File: src/rtl/sr_cmd_driver.sv
// ============================================================================
//  Module      : sr_cmd_driver
//  Description : Command-side driver for a synchronous SR flip-flop. Accepts
//                set / reset / toggle / nop commands over a valid/ready
//                handshake and turns each into a clean, fixed-length pulse on
//                s or r (never both). Optionally confirms the flip-flop result
//                through q_fb and flags a sticky error on timeout.
//
//  Optional    : `define SR_VERIFY_EN builds the CHECK state, the TIMEOUT
//                handling and the err flag. Without it CHECK is omitted, done
//                pulses on the first cycle after the pulse ends, err is tied
//                low and q_fb is only used to resolve toggle.
//
//  Ports       : ck         clock, all state updates on the rising edge
//                rst        asynchronous active-high reset
//                cmd_valid  command present
//                cmd_op     00 nop, 01 set, 10 reset, 11 toggle
//                cmd_ready  high only while idle
//                s, r       registered set / reset lines to the flip-flop
//                q_fb       q output of the driven flip-flop
//                busy       high in any state other than idle
//                done       one-cycle completion pulse (pass or fail)
//                err        sticky timeout flag, cleared only by rst
//                target     level the last command aimed for
//
//  Revision    : 1.0  initial release
// ============================================================================
`default_nettype none

module sr_cmd_driver #(
    parameter int PULSE_LEN = 2,   // 1..15 cycles of s/r high per command
    parameter int TIMEOUT   = 4,   // 1..15 CHECK cycles before error
    parameter int GAP       = 1    // 0..15 dead cycles after each command
) (
    input  logic       ck,
    input  logic       rst,
    input  logic       cmd_valid,
    input  logic [1:0] cmd_op,
    output logic       cmd_ready,
    output logic       s,
    output logic       r,
    input  logic       q_fb,
    output logic       busy,
    output logic       done,
    output logic       err,
    output logic       target
);

    localparam logic [1:0] c_st_idle  = 2'd0;
    localparam logic [1:0] c_st_pulse = 2'd1;
    localparam logic [1:0] c_st_check = 2'd2;
    localparam logic [1:0] c_st_gap   = 2'd3;

    localparam logic [1:0] c_op_nop    = 2'b00;
    localparam logic [1:0] c_op_set    = 2'b01;
    localparam logic [1:0] c_op_reset  = 2'b10;
    localparam logic [1:0] c_op_toggle = 2'b11;

    localparam logic [3:0] c_pulse_last   = 4'(PULSE_LEN - 1);
    localparam logic [3:0] c_timeout_last = 4'(TIMEOUT - 1);
    // GAP state entered with done still pending: done cycle plus GAP cycles.
    localparam logic [3:0] c_gap_with_done = 4'(GAP);
    // GAP state entered after done already shown in CHECK: GAP cycles only.
    localparam logic [3:0] c_gap_after_check = (GAP == 0) ? 4'd0 : 4'(GAP - 1);

    logic [1:0] r_state;
    logic [3:0] r_cnt;
    logic       r_s;
    logic       r_r;
    logic       r_done;
    logic       r_target;

`ifdef SR_VERIFY_EN
    logic r_err;
    logic w_match;
    logic w_check_done;

    assign w_match      = (q_fb == r_target);
    // CHECK finishes on a match or on the last allowed cycle.
    assign w_check_done = (r_state == c_st_check) &&
                          (w_match || (r_cnt == c_timeout_last));
    // Completion from CHECK is reported in the same cycle q_fb is seen to
    // match, so that path is combinational; nop completion is registered.
    assign done = r_done | w_check_done;
    assign err  = r_err;
`else
    // Without feedback verification the timeout and CHECK encoding have no
    // effect; fold them into a sink so they do not dangle.
    logic w_unused;
    assign w_unused = ^{c_timeout_last, c_st_check};
    assign done = r_done;
    assign err  = 1'b0;
`endif

    assign s         = r_s;
    assign r         = r_r;
    assign target    = r_target;
    assign cmd_ready = (r_state == c_st_idle);
    assign busy      = (r_state != c_st_idle);

    always_ff @(posedge ck or posedge rst) begin
        if (rst) begin
            r_state  <= c_st_idle;
            r_cnt    <= 4'd0;
            r_s      <= 1'b0;
            r_r      <= 1'b0;
            r_done   <= 1'b0;
            r_target <= 1'b0;
`ifdef SR_VERIFY_EN
            r_err    <= 1'b0;
`endif
        end else begin
            r_done <= 1'b0;
            case (r_state)
                c_st_idle: begin
                    if (cmd_valid) begin
                        case (cmd_op)
                            c_op_set: begin
                                r_target <= 1'b1;
                                r_s      <= 1'b1;
                                r_cnt    <= c_pulse_last;
                                r_state  <= c_st_pulse;
                            end
                            c_op_reset: begin
                                r_target <= 1'b0;
                                r_r      <= 1'b1;
                                r_cnt    <= c_pulse_last;
                                r_state  <= c_st_pulse;
                            end
                            c_op_toggle: begin
                                // Aim for the opposite of the current q.
                                r_target <= ~q_fb;
                                r_s      <= ~q_fb;
                                r_r      <= q_fb;
                                r_cnt    <= c_pulse_last;
                                r_state  <= c_st_pulse;
                            end
                            default: begin
                                // nop: no line driven, complete immediately.
                                r_done  <= 1'b1;
                                r_cnt   <= c_gap_with_done;
                                r_state <= c_st_gap;
                            end
                        endcase
                    end
                end

                c_st_pulse: begin
                    if (r_cnt == 4'd0) begin
                        r_s <= 1'b0;
                        r_r <= 1'b0;
`ifdef SR_VERIFY_EN
                        r_cnt   <= 4'd0;
                        r_state <= c_st_check;
`else
                        r_done  <= 1'b1;
                        r_cnt   <= c_gap_with_done;
                        r_state <= c_st_gap;
`endif
                    end else begin
                        r_cnt <= r_cnt - 4'd1;
                    end
                end

`ifdef SR_VERIFY_EN
                c_st_check: begin
                    if (w_check_done) begin
                        if (!w_match) begin
                            r_err <= 1'b1;
                        end
                        if (c_gap_with_done == 4'd0) begin
                            r_state <= c_st_idle;
                        end else begin
                            r_cnt   <= c_gap_after_check;
                            r_state <= c_st_gap;
                        end
                    end else begin
                        r_cnt <= r_cnt + 4'd1;
                    end
                end
`endif

                c_st_gap: begin
                    if (r_cnt == 4'd0) begin
                        r_state <= c_st_idle;
                    end else begin
                        r_cnt <= r_cnt - 4'd1;
                    end
                end

                default: begin
                    r_state <= c_st_idle;
                end
            endcase
        end
    end

endmodule

`default_nettype wire

File: config.mk
export PLATFORM = sky130hd
export DESIGN_NAME = sr_cmd_driver
export DESIGN_NICKNAME = d
export VERILOG_FILES = /design/src/rtl/sr_cmd_driver.sv
export SDC_FILE = /design/constraint.sdc
export NUM_CORES = 1
export LEC_CHECK = 0
export CORE_AREA = 2 2 39 41
export DETAILED_ROUTE_END_ITERATION = 10
export DIE_AREA = 0 0 41 43
export DONT_BUFFER_PORTS = 1
export SYNTH_ARGS = -nofsm -noshare
export SYNTH_HDL_FRONTEND = slang
export SYNTH_SLANG_ARGS = --single-unit
File: constraint.sdc
create_clock -name ck -period 2.3 [get_ports ck]
set_input_delay 0.23 -clock ck [delete_from_list [all_inputs] [get_ports ck]]
set_output_delay 0.23 -clock ck [all_outputs]
set_load 0.03 [all_outputs]
==> metrics.yaml, run 1 <==
logic_synthesis:
  synth-simple-area-share_pct: 16.4
  synth_cell_types: 31
  synth_compound_area_share_pct: 19.3
  postSynthAreaPerCell_um2: 10.8
  ys_top_cells_by_area: "dfrtp_1 45%, o2bb2ai_4 5.0%, inv_1 4.8%"
  syn_nets: 59
  synth_xor_area_share_pct: 0
  synth_area_um2: 551
  yosysWarnings: 0
  yosys.area.top_type: "dfrtp_1"
  netlist_instances: 51
  synth-adder-area-share_pct: 4.55
  ys_seq_area_share_pct: 45.5
  synth_top_area_share_pct: 45.5
  synth_top_family_by_area: "compound AO/OA/AOI/OAI gates"
  synth_mux_area_share_pct: 4.55
  ys_ff_latch: 10
cts:
  ctsRootBufferMaster: "clkbuf_4"
  htree_levels: 1
  cts_tree: "done"
  cts.sinks: 10
  cts_buffer_depth: 2
  clock_latency_ns: 0.26
  path_clk_slew_ns: 0.06
  cts_buffers: 3
timing:
  fin_ws_ns: 0.558
  tns_ns: 0
  setup_viol: 0
  period_share_pct: 75.7
  max_freq_mhz: 574
  worst_clock_skew_ns: 0.00238
  hold_violations: 0
  finalCriticalPeriod_ns: 1.74
  rsz0062_at_grt: "no"
  maxSlewViolCount: 0
placement:
  hpwl_um: 686
  portBuffers: 0
  place_inst: 65
  pre_cts_slack_ns: 0.570
  gp_congestion: 0.710
pwr:
  vdd_ir_drop_max_mv: 0.590
  total_power_w: 0.000825
  leakage_nw: 0.275
  pwr_density_cell_nw_per_um2: 1410
finish:
  syn_to_final_growth_pct: 6.59
  fin_nets: 63
  n_antenna_cell: 0
  final_common_cell: "dfrtp_1"
  most-common-layout-cells: "10 x dfrtp_1, 7 x inv_1, 3 x clkbuf_4"
  drive_gt1_share_pct: 13.2
  final_cells: 69
  fillers: 144
die:
  die_h_um: 43
  start_util_pct: 39.8
  ioPinCount: 13
  fp.dieArea_um2: 1760
  die_x_um: 41
  std_cell_rows: 14
  core-area_um2: 1380
worst_setup_path:
  path_max_fanout: 7
  worstPathRequired_ns: 2.44
  crit_path_end_kind: "flop"
  r2r_start: "r_cnt[0]"
  startpoint: "r_cnt[0]"
  critPathSlowestCell: "or3b_1"
  cp_num_buf_inv: 1
  cp_slowest_stage_delay_ns: 0.49
  r2r_end: "r_cnt[0]"
  critPathKind: "flop to flop"
  cp.arrival_ns: 1.88
  cp_top_family: "simple AND/OR/NAND/NOR gates"
  rr_worst_depth: 5
  crit_chain: "inv_1, ha_1, or3b_1, o2bb2ai_4, mux2_4"
  r2r_slack_ns: 0.56
  start_kind: "flop"
global_route:
  grtUsageTotal_pct: 13.2
  grt_pass1_vias: 383
  grt_max_degree: 13
  overflow: 0
  grt_pass1_wl_um: 1550
  antenna_found_initial: 0
worst_hold_path:
  hold_path.class: "primary input to flop"
  min_path_cells: 2
  hold_path_end: "r"
  min_from: "q_fb"
status:
  status: "finished, final reports clean"
drt:
  drtIter0Drc: 2
  detail-route-antenna-nets: 0
  viasPerCell: 5.42
  wire_per_inst_um: 13.5
  drt-total-wl_um: 930
  via_count: 374
  drc: 0
  first_pass_iters: 4
flow_run:
  drv_cap: 0
stage by stage:
stage               hold slack [ns]  utilization [%]  cell area [µm²]
floorplan                    0.0702                -              551
global placement              0.134             40.1              554
detailed placement            0.133             40.1              554
CTS                           0.161             42.4              587
global route                  0.167             42.4              587
finish                        0.163             42.4              587
cells in the mapped netlist:
library cell / instances
a21o_1: 1
a21oi_1: 2
a31o_2: 1
buf_2: 1
buf_4: 1
buf_6: 1
conb_1: 1
dfrtp_1: 10
ha_1: 2
inv_1: 7
mux2_4: 1
mux2i_1: 1
nand2_1: 1
nand2b_1: 1
nand3_1: 1
nand3b_1: 1
nand4_1: 1
nand4bb_1: 1
nor2_1: 2
nor2b_1: 1
nor4_1: 1
o211ai_1: 2
o21ai_0: 2
o21ai_1: 1
o21bai_1: 1
o22ai_1: 1
o2bb2ai_4: 1
o31a_1: 1
or3b_1: 1
or4b_1: 1
or4bb_1: 1
logic make-up after synthesis:
logic type,count (synthesis)
AO/OA/AOI/OAI,13
multiplexers,2
buffers and inverters,10
adder cells (fa/ha/maj),2
AND/OR/NAND/NOR,13
flip-flops,10
other,1
timing repair:
| action | CTS | global route |
|---|---|---|
| setup buffers | 0 | 0 |
| resized for setup | 0 | 0 |
| hold buffers | 1 | 0 |
| endpoints found under the hold margin | 10 | 0 |
metal layers:
layer / part of all wire [%] / wire [µm] / GRT usage [%]
met1: 48 / 444 / 17.5
met2: 50 / 462 / 18.4
met3: 2.5 / 23 / 3.14
met4: 0 / 0 / 8.00
met5: 0 / 0 / 0
how the worst max path moves through the flow:
stage	end	slack (ns)	cells past startpoint
after floorplan	r_cnt[0]	0.70	6
after global placement	r_cnt[0]	0.57	5
after detailed placement	r_cnt[0]	0.57	5
after CTS	r_cnt[0]	0.55	5
after global routing	r_cnt[0]	0.49	5
final	r_cnt[0]	0.56	5
registers in the layout, indices dropped and copies added, names as in the netlist:
name / count
r_cnt: 4
r_state: 2
done: 1
r: 1
s: 1
target: 1
power by group:
part	internal (W)	switching, W
clock	0.0000603	0.0000564
sequential	0.000255	0.000143
combinational	0.000159	0.000151
total	0.000474	0.000351
cell type report:
type | instances | area [µm²] | share of cell area [%]
sequential | 10 | 250 | 42.6
inverter | 7 | 26.3 | 4.48
tap | 16 | 20.0 | 3.41
timing repair buffer | 2 | 17.5 | 2.99
multi-input combinational | 31 | 250 | 42.6
clock buffer | 3 | 22.5 | 3.84
Note: power is estimated with default switching activity, not from simulation.
==> run 2: changes to the inputs <==
==> constraint.sdc (replaced) <==
create_clock -name ck -period 1.7 [get_ports ck]
set_input_delay 0.17 -clock ck [delete_from_list [all_inputs] [get_ports ck]]
set_output_delay 0.17 -clock ck [all_outputs]
set_load 0.03 [all_outputs]
==> run 2 against run 1 <==
- clock-buffer cell count up 1
- critical endpoint is now s
- highest routed layer unchanged
- non-clock buffer count grew 3
- routed wire length up 3.9%
- largest cell class is now multi-input combinational cells
- via count up 4.0%
- critical path type unchanged
- fmax increased by 9.6%
==> metrics.yaml, run 2 (same netlist as run 1, synthesis figures left out) <==
worst_setup_path:
  critPathKind: "flop to flop"
  rr_worst_depth: 6  # +1
  r2r_start: "r_cnt[1]"
  worstPathRequired_ns: 1.85  # -0.59 ns
  r2r_end: "s"
  r2r_slack_ns: 0.11  # -0.45 ns
  startpoint: "r_cnt[1]"
  crit_end: "s"
  cp.arrival_ns: 1.74  # -0.14 ns
  start_kind: "flop"
  path_max_fanout: 6  # -1
  crit_path_end_kind: "flop"
flow_run:
  drv_cap: 0  # unchanged
timing:
  rsz0062_at_grt: "no"
  setup_viol: 0  # unchanged
  fin_ws_ns: 0.111  # -0.448 ns
  tns_ns: 0  # unchanged
  hold_violations: 0  # unchanged
  finalCriticalPeriod_ns: 1.59  # -0.152 ns
  max_freq_mhz: 629  # +9.6%
  period_share_pct: 93.5  # +18 points
  maxSlewViolCount: 0  # unchanged
  worst_clock_skew_ns: 0.000510  # -0.00187 ns
cts:
  cts_buffer_depth: 2  # unchanged
  cts_tree: "done"
  path_clk_slew_ns: 0.07  # about the same
  postCtsSetupRepairBufs: 0  # unchanged
  htree_levels: 1  # unchanged
  clock_latency_ns: 0.26  # about the same
  cts_buffers: 3  # unchanged
  cts.sinks: 10  # unchanged
  ctsRootBufferMaster: "clkbuf_4"
finish:
  fin_util_pct: 45.2  # +2.8 points
  n_antenna_cell: 0  # unchanged
  largest_reg_flops: 4  # unchanged
  syn_to_final_growth_pct: 13.6
  fin_nets: 66  # +4.8%
  reg_top3: "r_cnt (4), r_state (2)"
  final_common_cell: "dfrtp_1"
  most-common-layout-cells: "10 x dfrtp_1, 7 x inv_1, 4 x buf_4"
  drive_gt1_share_pct: 21.1  # +7.8 points
  top_register: "r_cnt"
  fillers: 142  # -1.4%
pwr:
  total_power_w: 0.00123  # +50%
  pwr_density_cell_nw_per_um2: 1970  # +40%
  vdd_ir_drop_max_mv: 0.812  # +38%
  leakage_nw: 0.297  # +8.0%
placement:
  gp_congestion: 0.688  # -3.2%
  pre_cts_slack_ns: 0.0738  # -0.496 ns
  hpwl_um: 753  # +9.8%
  portBuffers: 0  # unchanged
die:
  core-area_um2: 1380  # unchanged
  die_h_um: 43  # unchanged
  die_x_um: 41  # unchanged
  fp.dieArea_um2: 1760  # unchanged
  start_util_pct: 39.8  # unchanged
  ioPinCount: 13  # unchanged
  std_cell_rows: 14  # unchanged
drt:
  detail-route-antenna-nets: 0  # unchanged
  drc: 0  # unchanged
  first_pass_iters: 3  # -1
  drtIter0Drc: 6  # +4
  viasPerCell: 5.33  # -1.7%
  wire_per_inst_um: 13.2  # -1.8%
  via_count: 389  # +4.0%
  drt-total-wl_um: 966  # +3.9%
global_route:
  grtUsageTotal_pct: 14.8  # +1.6 points
  grt_pass1_wl_um: 1640  # +5.8%
  overflow: 0  # unchanged
  grt_max_degree: 11  # -2
  grt_pass1_vias: 404  # +5.5%
  antenna_found_initial: 0  # unchanged
status:
  status: "finished, final reports clean"
worst_hold_path:
  hold_path.class: "primary input to flop"
  min_path_cells: 2  # unchanged
-- run 2: changes by cell type in the layout (fill, tap and decap cells not counted), sizes merged --
cell    change
clkbuf      +1
buf         +3
-- run 2: worst max-delay path, cell delays in order (launching register included) --
cell and delay (ns):
dfrtp_1 0.40, inv_1 0.10, ha_1 0.16, or3b_4 0.40
buf_4 0.17, o21ai_0 0.18, o21bai_1 0.08
-- run 2: worst min-delay path by stage --
| stage | start | end | slack [ns] |
|---|---|---|---|
| finish | q_fb | r | 0.09 |
| floorplan | rst | done | 0.01 |
| detailed placement | rst | done | 0.07 |
| global route | q_fb | r | 0.09 |
| CTS | q_fb | r | 0.09 |
| global placement | rst | r_cnt[2] | 0.07 |
-- run 2: layout make-up --
cell class	count	area (µm²)	area share [%]
Multi-Input combinational cell	31	253	40.4
Clock buffer	4	36.3	5.80
Timing Repair Buffer	5	40.0	6.40
Sequential cell	10	250	40.0
Tap cell	16	20.0	3.20
Inverter	7	26.3	4.20
-- run 2: per-layer routing --
layer  GRT usage (%)  routed length, µm
met1            15.8                418
met2            20.3                516
met3            6.81                 31
met4            13.3                  0
met5               0                  0
-- run 2: what timing repair did --
action,CTS,global route
hold buffers,1,0
resized for setup,0,2
setup endpoints to repair,0,3
hold endpoints to repair,10,0
-- run 2: through the flow --
step	area, µm²	instances	hold slack [ns]
after floorplan	551	51	0.0102
after global placement	577	68	0.0652
after detailed placement	577	68	0.0659
after CTS	623	73	0.0854
after global routing	626	73	0.0910
final	626	73	0.0907
-- run 2: power by group --
part / switching [W] / leakage, nW / internal [W] / total, W
clock: 0.0000828 / 0.0210 / 0.000130 / 0.000213
combinational: 0.000230 / 0.153 / 0.000260 / 0.000490
sequential: 0.000185 / 0.123 / 0.000345 / 0.000530
total: 0.000498 / 0.297 / 0.000735 / 0.00123
==> run 3: changes to the inputs <==
--- a/config.mk
+++ b/config.mk
@@ -9,6 +9,7 @@
 export DETAILED_ROUTE_END_ITERATION = 10
 export DIE_AREA = 0 0 41 43
 export DONT_BUFFER_PORTS = 1
+export PLACE_DENSITY = 0.65
 export SYNTH_ARGS = -nofsm -noshare
 export SYNTH_HDL_FRONTEND = slang
 export SYNTH_SLANG_ARGS = --single-unit
==> run 3 against run 2 <==
- total power is 0.29% lower
- clock skew is 0.0038 ns higher
- global-route usage decreased by 0.72 points
- via count stayed put
- first-iteration DRC count grew 50%
- final cell count stayed put
- clock power hardly changed
- fmax down 1.8%
- critical path type unchanged
- largest cell class unchanged
==> metrics.yaml, run 3 (same netlist as run 1, synthesis figures left out) <==
placement:
  gp_congestion: 0.728  # +5.9%
  hpwl_um: 718  # -4.6%
  place_area_um2: 577  # unchanged
  portBuffers: 0  # unchanged
cts:
  cts_tree: "done"
  path_clk_slew_ns: 0.07  # about the same
  htree_levels: 1  # unchanged
  ctsRootBufferMaster: "clkbuf_4"
  cts_buffer_depth: 2  # unchanged
  clock_latency_ns: 0.26  # about the same
  cts_buffers: 3  # unchanged
  cts.sinks: 10  # unchanged
drt:
  via_count: 389  # unchanged
  drt-total-wl_um: 982  # +1.7%
  met3_wirelength_um: 39  # +26%
  drtIter0Drc: 9  # +3
  wire_per_inst_um: 13.5  # +1.7%
  highest-signal-layer: "met3"
  dr_wl_met2_um: 499  # -3.3%
  first_pass_iters: 4  # +1
  drt-met1-wl_um: 443  # +6.0%
  drc: 0  # unchanged
  viasPerCell: 5.33  # unchanged
  detail-route-antenna-nets: 0  # unchanged
worst_setup_path:
  start_kind: "flop"
  rr_worst_depth: 5  # -1
  r2r_end: "r_cnt[0]"
  r2r_start: "r_cnt[1]"
  critPathKind: "flop to flop"
  worstPathRequired_ns: 1.85  # about the same
  path_max_fanout: 6  # unchanged
  crit_path_end_kind: "flop"
  r2r_slack_ns: 0.08  # -0.03 ns
  cp.arrival_ns: 1.76  # +0.02 ns
timing:
  setup_viol: 0  # unchanged
  hold_violations: 0  # unchanged
  period_share_pct: 95.2  # +1.7 points
  rsz0062_at_grt: "no"
  tns_ns: 0  # unchanged
  maxSlewViolCount: 0  # unchanged
  holdWs_ns: 0.0894  # -0.00133 ns
  finalCriticalPeriod_ns: 1.62  # +0.0287 ns
  max_freq_mhz: 618  # -1.8%
  worst_clock_skew_ns: 0.00433  # +0.00382 ns
pwr:
  leakage_nw: 0.296  # -0.28%
  vdd_ir_drop_max_mv: 0.739  # -9.1%
  pwr_density_cell_nw_per_um2: 1970  # -0.29%
die:
  start_util_pct: 39.8  # unchanged
  die_h_um: 43  # unchanged
  die_x_um: 41  # unchanged
  std_cell_rows: 14  # unchanged
  fp.dieArea_um2: 1760  # unchanged
  core-area_um2: 1380  # unchanged
  ioPinCount: 13  # unchanged
global_route:
  grt_pass1_wl_um: 1670  # +2.1%
  antenna_found_initial: 0  # unchanged
  grt_max_degree: 11  # unchanged
  grtUsageTotal_pct: 14.0  # -0.72 points
  overflow: 0  # unchanged
  grt_pass1_vias: 427  # +5.7%
finish:
  most-common-layout-cells: "10 x dfrtp_1, 6 x inv_1, 4 x buf_4"
  fin_util_pct: 45.2  # unchanged
  n_antenna_cell: 0  # unchanged
  syn_to_final_growth_pct: 13.6  # unchanged
  largest_reg_flops: 4  # unchanged
  fin_nets: 66  # unchanged
  fin_area_um2: 626  # unchanged
  fillers: 136  # -4.2%
  drive_gt1_share_pct: 22.8  # +1.8 points
  reg_top3: "r_cnt (4), r_state (2)"
  top_register: "r_cnt"
  final_common_cell: "dfrtp_1"
status:
  status: "finished, final reports clean"
worst_hold_path:
  hold_path.class: "primary input to flop"
  min_from: "q_fb"
  hold_path_end: "r"
  min_path_cells: 2  # unchanged
flow_run:
  drv_cap: 0  # unchanged
[run 3: per-stage QoR]
| stage | total power (W) | instances | setup WS [ns] |
|---|---|---|---|
| global route | 0.00133 | 73 | 0.0274 |
| floorplan | 0.000901 | 51 | 0.0952 |
| CTS | 0.00124 | 73 | 0.0515 |
| global placement | 0.000991 | 68 | 0.0207 |
| finish | 0.00123 | 73 | 0.0820 |
| detailed placement | 0.00101 | 68 | 0.00196 |
[run 3: final cells by class]
class,count,area [µm²],share of cell area [%]
repair buffers,5,40.0,6.40
inverters,7,26.3,4.20
clock buffers,4,36.3,5.80
well taps,16,20.0,3.20
multi-input cells,31,253,40.4
flip-flops and latches,10,250,40.0
[run 3: worst max-delay path: stages, from the launching register on]
cell	delay, ns
dfrtp_1	0.41
inv_2	0.08
ha_1	0.15
or3b_4	0.43
o2bb2ai_4	0.16
mux2_4	0.26
[run 3: how the worst max path moves through the flow]
| stage | from | end | slack (ns) | depth (start not counted) |
|---|---|---|---|---|
| 2_1_floorplan | r_cnt[0] | r_cnt[0] | 0.1 | 6 |
| 3_3_place_gp | r_cnt[0] | r_cnt[0] | 0.02 | 5 |
| 3_5_place_dp | r_cnt[1] | r_cnt[0] | 0.002 | 5 |
| 4_1_cts | r_cnt[1] | r_cnt[0] | 0.05 | 5 |
| 5_1_grt | r_cnt[0] | r_cnt[0] | 0.03 | 5 |
| 6_report | r_cnt[1] | r_cnt[0] | 0.08 | 5 |
[run 3: where the power goes]
| part | internal, W | switching [W] |
|---|---|---|
| registers | 0.000345 | 0.000184 |
| logic | 0.000259 | 0.000228 |
| clock network | 0.000130 | 0.0000834 |
[run 3: repair_timing]
action                                 in CTS  in global routing
endpoints found under the hold margin      10                  0
gates resized for setup                     1                  1
setup endpoints to repair                   1                  1
buffers inserted                            0                  0
hold buffers                                1                  0
pin swaps                                   0                  0
[run 3: routing by layer]
layer | vias to the layer above | GRT usage, %
met5 | - | 0
met1 | 189 | 17.4
li1 | 191 | -
met2 | 9 | 21.3
met3 | 0 | 4.71
met4 | 0 | 6.00
==> variant: new RTL, config.mk and constraints of run 3 <==
Make the reset (`rst`) synchronous in one clocked block. Comments in the files are not updated.
--- a/src/rtl/sr_cmd_driver.sv
+++ b/src/rtl/sr_cmd_driver.sv
@@ -99,5 +99,5 @@
     assign busy      = (r_state != c_st_idle);
 
-    always_ff @(posedge ck or posedge rst) begin
+    always_ff @(posedge ck) begin
         if (rst) begin
             r_state  <= c_st_idle;
Function: differs if rst is asserted again (counterexample within 4 cycles, from zero or initial values and one cycle with rst high); with rst held inactive, the same outputs for 10 cycles.
==> variant against run 3 <==
Sequential cell count is the same; final cell count grew 12%; worst setup slack gained 0.21 ns; synthesized area shrank 1.8%; routed wire length grew 4.6%; synthesized cell count grew 24%; final area shrank 5.4%; largest cell class unchanged.
Power is not compared: it rests on default switching activity, and its combinational part moved more than twofold at a synthesized area within 25%.
==> variant: results (changes against run 3) <==
GLOBAL ROUTE
--------------------------------------------------------------------------------
Met2 Use GR                                                                0.197   -0.0156
Global-route met1 utilization                                              0.158   -0.0157
Global Route met3 Usage                                                    0.105   +0.0576
Via count of the first global-routing pass                                   403   -5.6%
Global-route usage over all layers                                         0.136   -0.00473

YOSYS
--------------------------------------------------------------------------------
Part of the Yosys area used for sequential elements                        0.370   -0.0842
Post-Synth Adder-Cell Area                                                0.0463   +0.000842
Compound-Gate Fraction of Synth Area                                       0.120   -0.0728
Share of synthesized flip-flops with an asynchronous set or reset              0   -1.00
Commonest cells post-synth                                          dfxtp_1 (10), nand2_1 (6), nor2_1 (6)
Post-synthesis mux area share                                                  0   -0.0455
Xor/xnor cell area share of the yosys netlist                             0.0162   +0.0162
Synthesized netlist net count                                                 71   +20%
Synthesized instance count                                                    63   +24%
Top post-synthesis cells by area                                    dfxtp_1 (37%), ha_1 (4.6%), nor3b_2 (4.6%)

FINISH
--------------------------------------------------------------------------------
Total area of multi-input combinational cells                          313 sq um   +24%
Number of buffers other than clock buffers in the final layout                 3   -2
Non-Clock Inverter Count                                                       3   -4
Data-path buffer share of cell area in the final layout                   0.0423   -0.0217
Finished layout cell area                                              592 sq um   -5.4%
#MultiIn Comb                                                                 47   +52%
Fraction of layout instances using a drive strength above 1                0.152   -0.0766
Clock-cell share                                                          0.0381   -0.0199
Count of fill cells added during filler insertion                            146   +7.4%
Proportion of cell area occupied by registers                              0.338   -0.0617

SETUP PATH
--------------------------------------------------------------------------------
Crit path largest cell delay                                             0.37 ns   -0.06 ns
CP max FO                                                                      5   -1
Arrival time worst endpoint                                              1.54 ns   -0.22 ns

STA
--------------------------------------------------------------------------------
Worst setup skew after layout                                         0.00367 ns   -0.000658 ns

PLACED DESIGN
--------------------------------------------------------------------------------
Area of placed instances                                               559 sq um   -3.0%
Worst Setup Slack post-DPL                                              0.291 ns   +0.289 ns
Placed Instances                                                              78   +15%
Routability Congestion                                                     0.763   +4.7%
Detailed placement HPWL                                                   781 um   +8.7%

CTS
--------------------------------------------------------------------------------
Resized cells post-CTS                                                         0   -1

DETAILED ROUTING
--------------------------------------------------------------------------------
Sum of met3 wire segment lengths after detailed routing                    91 um   +130%
Met1 Routed Length                                                        484 um   +9.3%
Routed wl met2                                                            451 um   -9.6%
Drt pass-1 iters                                                               3   -1

RUN STATUS
--------------------------------------------------------------------------------
Outcome                                                                completed

## variant: cell count changes in the layout (fill, tap and decap cells not counted), moves of 3 or more
cell and change:
inv_1 -3, nor2_1 +4, dfrtp_1 -10, nand2_1 +5, nor3b_1 +3, dfxtp_1 +10
## variant: power by group through the flow
stage / combinational (W) / clock (W) / sequential (W)
after floorplan: 0.000144 / 0 / 0.000299
after global placement: 0.000164 / 0 / 0.000309
after detailed placement: 0.000167 / 0 / 0.000309
after CTS: 0.000172 / 0.000158 / 0.000304
after global routing: 0.000192 / 0.000164 / 0.000308
final: 0.000171 / 0.000151 / 0.000304
## variant: worst paths after layout
kind,to,from,cells after the start,slack [ns]
worst max register to register,r_cnt[2],r_cnt[0],6,0.29
worst min register to register,r_cnt[1],r_cnt[1],2,0.52
worst max-delay path,r_cnt[2],r_cnt[0],6,0.29
worst min-delay path,r,rst,1,0.02
